$ cat config.mk
export PLATFORM = sky130hd
export DESIGN_NAME = serial_adder_flat
export DESIGN_NICKNAME = d
export VERILOG_FILES = /design/src/rtl/serial_adder_if.sv /design/src/rtl/serial_adder.sv /design/src/flat_wrapper.sv
export SDC_FILE = /design/constraint.sdc
export NUM_CORES = 1
export LEC_CHECK = 0
export ABC_AREA = 1
export CAP_MARGIN = 20
export CORE_MARGIN = 2
export CORE_UTILIZATION = 43
export CTS_BUF_LIST = sky130_fd_sc_hd__clkbuf_16
export DETAILED_ROUTE_END_ITERATION = 10
export PLACE_DENSITY = 0.69
export SYNTH_ARGS = -nofsm -noshare
export SYNTH_HDL_FRONTEND = slang
export SYNTH_SLANG_ARGS = --single-unit
$ cat constraint.sdc
create_clock -name clk -period 1.5 [get_ports clk]
set_input_delay 0.3 -clock clk [delete_from_list [all_inputs] [get_ports clk]]
set_output_delay 0.3 -clock clk [all_outputs]
set_load 0.01 [all_outputs]
$ cat src/rtl/serial_adder_if.sv
// Start/busy/done bus between a controlling FSM and the bit-serial adder.
interface serial_adder_if #(parameter int N = 4);
  logic         start;
  logic [N-1:0] a;
  logic [N-1:0] b;
  logic         cin;
  logic         busy;
  logic         done;
  logic [N-1:0] s;
  logic         cout;

  // Controller side: requests an addition and observes the result.
  modport master (output start, a, b, cin, input busy, done, s, cout);
  // Adder side.
  modport slave  (input start, a, b, cin, output busy, done, s, cout);
endinterface

$ cat src/rtl/serial_adder.sv
// Bit-serial N-bit adder: one full-adder cell plus a carry flop, LSB first.
//
// Handshake: start is sampled on each rising edge and is accepted only when
// the block is idle or presenting a result (busy=0). a/b/cin are captured on
// the accepting edge and ignored otherwise. busy is high for exactly N cycles
// while bits resolve; done then pulses for one cycle with s/cout valid. s/cout
// hold their last result until the next completion. Holding start high during
// the done cycle starts the next addition immediately (one result per N+1
// cycles). start while busy is dropped, never queued.
module serial_adder #(
  parameter int N = 4
) (
  input  logic               clk,
  input  logic               rst_n,
  serial_adder_if.slave      bus,
  output logic [1:0]         dbg_state
);

  localparam int CW = (N > 1) ? $clog2(N) : 1;

  typedef enum logic [1:0] {
    IDLE = 2'd0,
    RUN  = 2'd1,
    DONE = 2'd2
  } state_t;

  state_t          state;
  state_t          state_nxt;
  logic            accept;
  logic            step;
  logic            last;

  logic [N-1:0]    a_sr;
  logic [N-1:0]    b_sr;
  logic [N-1:0]    s_sr;
  logic            c;
  logic [CW-1:0]   cnt;
  logic [N-1:0]    s_q;
  logic            cout_q;
  logic            busy_q;
  logic            done_q;

  logic            x;
  logic            c_nxt;

  // Single full-adder cell working on the current LSBs.
  assign x     = a_sr[0] ^ b_sr[0] ^ c;
  assign c_nxt = (a_sr[0] & b_sr[0]) | (c & (a_sr[0] ^ b_sr[0]));
  assign last  = (cnt == CW'(N - 1));

  // Next-state and control strobes.
  always_comb begin
    state_nxt = state;
    accept    = 1'b0;
    step      = 1'b0;
    case (state)
      IDLE: begin
        if (bus.start) begin
          accept    = 1'b1;
          state_nxt = RUN;
        end
      end
      RUN: begin
        step = 1'b1;
        if (last) state_nxt = DONE;
      end
      DONE: begin
        if (bus.start) begin
          accept    = 1'b1;
          state_nxt = RUN;
        end else begin
          state_nxt = IDLE;
        end
      end
      default: state_nxt = IDLE;
    endcase
  end

  // State register; busy/done are registered from the next state so they
  // leave the block straight from flops.
  always_ff @(posedge clk or negedge rst_n) begin
    if (!rst_n) begin
      state  <= IDLE;
      busy_q <= 1'b0;
      done_q <= 1'b0;
    end else begin
      state  <= state_nxt;
      busy_q <= (state_nxt == RUN);
      done_q <= (state_nxt == DONE);
    end
  end

  // Operand capture, bit-serial datapath and result registers.
  always_ff @(posedge clk or negedge rst_n) begin
    if (!rst_n) begin
      a_sr   <= '0;
      b_sr   <= '0;
      s_sr   <= '0;
      c      <= 1'b0;
      cnt    <= '0;
      s_q    <= '0;
      cout_q <= 1'b0;
    end else if (accept) begin
      a_sr <= bus.a;
      b_sr <= bus.b;
      s_sr <= '0;
      c    <= bus.cin;
      cnt  <= '0;
    end else if (step) begin
      a_sr <= a_sr >> 1;
      b_sr <= b_sr >> 1;
      s_sr <= {x, s_sr[N-1:1]};
      c    <= c_nxt;
      cnt  <= cnt + 1'b1;
      // The Nth bit: publish the completed sum including this edge's bit.
      if (last) begin
        s_q    <= {x, s_sr[N-1:1]};
        cout_q <= c_nxt;
      end
    end
  end

  assign bus.busy  = busy_q;
  assign bus.done  = done_q;
  assign bus.s     = s_q;
  assign bus.cout  = cout_q;
  assign dbg_state = state;

endmodule

$ cat src/flat_wrapper.sv
// flat-port wrapper written by rule: the top's interface ports become plain ports
module serial_adder_flat 
#(
  parameter int N = 4
)
  (clk, rst_n, dbg_state, bus_start, bus_a, bus_b, bus_cin, bus_busy, bus_done, bus_s, bus_cout);
  serial_adder_if #(.N(N)) bus_i ();
  input  logic clk;
  input  logic rst_n;
  output logic [1:0] dbg_state;
  input wire logic [$bits(bus_i.start)-1:0] bus_start;
  input wire logic [$bits(bus_i.a)-1:0] bus_a;
  input wire logic [$bits(bus_i.b)-1:0] bus_b;
  input wire logic [$bits(bus_i.cin)-1:0] bus_cin;
  output wire logic [$bits(bus_i.busy)-1:0] bus_busy;
  output wire logic [$bits(bus_i.done)-1:0] bus_done;
  output wire logic [$bits(bus_i.s)-1:0] bus_s;
  output wire logic [$bits(bus_i.cout)-1:0] bus_cout;
  assign bus_i.start = bus_start;
  assign bus_i.a = bus_a;
  assign bus_i.b = bus_b;
  assign bus_i.cin = bus_cin;
  assign bus_busy = bus_i.busy;
  assign bus_done = bus_i.done;
  assign bus_s = bus_i.s;
  assign bus_cout = bus_i.cout;
  serial_adder #(.N(N)) u_core (.clk(clk), .rst_n(rst_n), .bus(bus_i), .dbg_state(dbg_state));
endmodule
==> results of run 1 <==
-- stage by stage --
step / instances / setup WS [ns] / utilization [%]
finish: 159 / 0.0561 / 58.9
CTS: 159 / 0.0515 / 58.9
floorplan: 108 / 0.344 / -
global placement: 154 / 0.0648 / 55.1
global route: 159 / 0.0295 / 58.9
detailed placement: 154 / 0.0538 / 55.1
-- registers in the layout (all words and copies together), names as in the netlist --
| register | cells |
|---|---|
| u_core.a_sr | 4 |
| u_core.b_sr | 4 |
| u_core.bus.s | 4 |
| u_core.s_sr | 3 |
| u_core.cnt | 2 |
| u_core.dbg_state | 2 |
| u_core.bus.busy | 1 |
| u_core.bus.cout | 1 |
| u_core.bus.done | 1 |
| u_core.c | 1 |
-- area by class of cell --
class                           count  area, um^2  area share [%]
Sequential cell                    23         576            44.1
Multi-Input combinational cell     72         363            27.8
Timing Repair Buffer               22         214            16.4
Clock buffer                        3        75.1            5.76
Inverter                           10        37.5            2.88
Tap cell                           28        35.0            2.69
Clock inverter                      1        3.75           0.288
-- metal layers --
metal | up-vias | part of all wire, %
met4 | 0 | 2.0
met3 | 5 | 5.8
met2 | 18 | 47
li1 | 387 | -
met1 | 339 | 45
met5 | - | 0
-- timing repair --
item / 4_1_cts / 5_1_grt
resized for setup: 1 / 0
setup endpoints to repair: 2 / 0
endpoints found under the hold margin: 0 / 0
buffers inserted: 1 / 0
-- report_power, final --
part / switching [mW] / leakage, nW / total [mW] / internal (mW)
registers: 0.146 / 0.291 / 1.04 / 0.895
clock network: 0.201 / 0.0423 / 0.556 / 0.355
logic: 0.623 / 0.315 / 1.10 / 0.472
-- worst paths after layout --
| check | from | end | slack [ns] | cells after the start |
|---|---|---|---|---|
| setup / recovery | u_core.dbg_state[1] | dbg_state[1] | 0.06 | 1 |
| hold / removal | rst_n | u_core.bus.done | 0.40 | 2 |
| setup reg to reg | u_core.dbg_state[1] | u_core.bus.s[3] | 0.27 | 6 |
| hold reg to reg | u_core.bus.cout | u_core.bus.cout | 0.47 | 2 |
| max in group asynchronous | rst_n | u_core.bus.s[2] | 0.88 | 2 |
| min in group clk | u_core.bus.cout | u_core.bus.cout | 0.47 | 2 |
-- kinds of logic (layout without fill, tap and decap cells) --
family          Yosys count  after routing  synth area share, %
fa+ha+maj                 2              2                 3.25
flops                    23             23                 57.4
simple gates             65             65                 30.5
compound gates            5              5                 2.50
buf+inv                  13             36                 6.37
-- layout by cell type, fill, tap and decap left out --
cell             count
nand2_1             37
dfrtp_1             23
nand3_1             21
clkdlybuf4s50_1     19
inv_1                8
o21ai_1              5
inv_2                3
clkbuf_16            3
nor2_4               2
nand2_4              2
buf_4                2
nand2_2              1
nor2_1               1
nor2_2               1
fa_1                 1
ha_1                 1
dlygate4sd2_1        1
==> reports/results.tsv, run 1 <==
stage	metric	value	unit
synthesis	synth_cell_types	15	
setup_path	crit_chain	clkdlybuf4s50_1	
floorplan	start_util	45.3	%
synthesis	synth_top_cell_area_share	57.4	%
route	drt_wl_total	1690	um
clock_tree	clk_latency	0.25	ns
hold_path	min-delay-path-class	in2async	
sta	tns	0	ns
setup_path	crit_type	reg2out	
setup_path	cpPeakStageDelay	0.54	ns
global_routing	grt_use_met1	18.4	%
layout	fill_cells	211	
global_routing	grtUsageMet2	24.5	%
clock_tree	root_buffer	clkbuf_16	
sta	worst_pin_slew	0.396	ns
clock_tree	cts_tree	built	
floorplan	die_y	52.3	um
route	firstDrtPassIters	3	
layout	post-route-cell-area	1300	um^2
synthesis	netlist_instances	108	
global_routing	met3_usage	4.29	%
route	ant_nets	0	
sta	rsz0062_at_grt	false	
setup_path	start_kind	register	
power	p_per_area	2060	nW/um^2
route	wl_per_cell	10.6	um
status	status	completed	
floorplan	num_rows	17	
global_routing	gr-max-usage-layer	met2	
setup_path	crit_path_end_kind	output port	
layout	nets	146	
sta	setup_viol	0	
sta	slew_headroom	73.5	%
synthesis	async_flop_share	100	%
setup_path	worst_ep_required_time	1.20	ns
power	power	2.69	mW
place	port_buffers	20	
place	gp_congestion	0.719	
synthesis	yosysWarnings	0	
global_routing	grt_pass1_vias	683	
global_routing	grt_pass1_wl	2950	um
power	power.leakage	0.648	nW
synthesis	synth_top_cells_by_count	nand2_1 (37), dfrtp_1 (23), nand3_1 (21), inv_1 (7), o21ai_1 (5)	
sta	max_freq	693	MHz
synthesis	synth_area_leaders	dfrtp_1 (57%), nand2_1 (14%), nand3_1 (10%)	
route	vias	749	
place	place_hpwl	1170	um
global_routing	grt_max_degree	24	
sta	clock_skew	0.00239	ns
synthesis	postSynthRegisterBits	23	
floorplan	die-area	2730	um^2
power	ir_drop	1330	uV
sta	fin_crit	1.44	ns
place	placed_area	1220	um^2
global_routing	grt_antenna_before_repair	0	
route	via_per_inst	4.71	
synthesis	postSynthAreaPerCell	9.28	um^2
clock_tree	htree_levels	1	
setup_path	path_buf_inv	1	
clock_tree	clock_sinks	23	
synthesis	synth_ff_type	dfrtp_1	
global_routing	overflow	0	
sta	final_hold_viol_count	0	
floorplan	pin_count	21	
layout	diodes	0	
setup_path	worst-endpoint-arrival	1.14	ns
layout	syn2layout_area_growth	30.1	%
synthesis	synth.most_common_cell	nand2_1	
layout	drive_above_1_share	10.7	%
setup_path	slowest_stage	clkdlybuf4s50_1	
clock_tree	clk_pin_slew	0.06	ns
clock_tree	clockBufferDepth	2	
sta	holdWs	0.399	ns
flow_run	cap_viol_max_count	0	
clock_tree	cts_made_buffers	3	
sta	drv_slew	0	
setup_path	cp_max_fo	2	
route	drtIter0Drc	15	
setup_path	critical_path.top_delay_family	buffers and inverters	
synthesis	seq_area_frac_synth	57.4	%
sta	finalCritPeriodShare	96.3	%
synthesis	synth_edf_count	0	
clock_tree	hold_buffers	0	
synthesis	netlist_area	1000	um^2
global_routing	track_usage	15.1	%
route	drcViolationCount	0	
floorplan	core	2210	um^2
synthesis	syn_nets	122	
synthesis	yosys.area.top_type	dfrtp_1	
floorplan	die_x	52.3	um
(Power assumes the default switching activity.)
==> inputs of run 2 (changes only) <==
--- a/config.mk
+++ b/config.mk
@@ -10,6 +10,8 @@
 export CORE_MARGIN = 2
 export CORE_UTILIZATION = 43
 export CTS_BUF_LIST = sky130_fd_sc_hd__clkbuf_16
+export CTS_CLUSTER_DIAMETER = 60
+export CTS_CLUSTER_SIZE = 28
 export DETAILED_ROUTE_END_ITERATION = 10
 export PLACE_DENSITY = 0.69
 export SYNTH_ARGS = -nofsm -noshare
==> results of run 2 <==
Same layout as run 1: the final DEF is identical, and so are final timing and power.
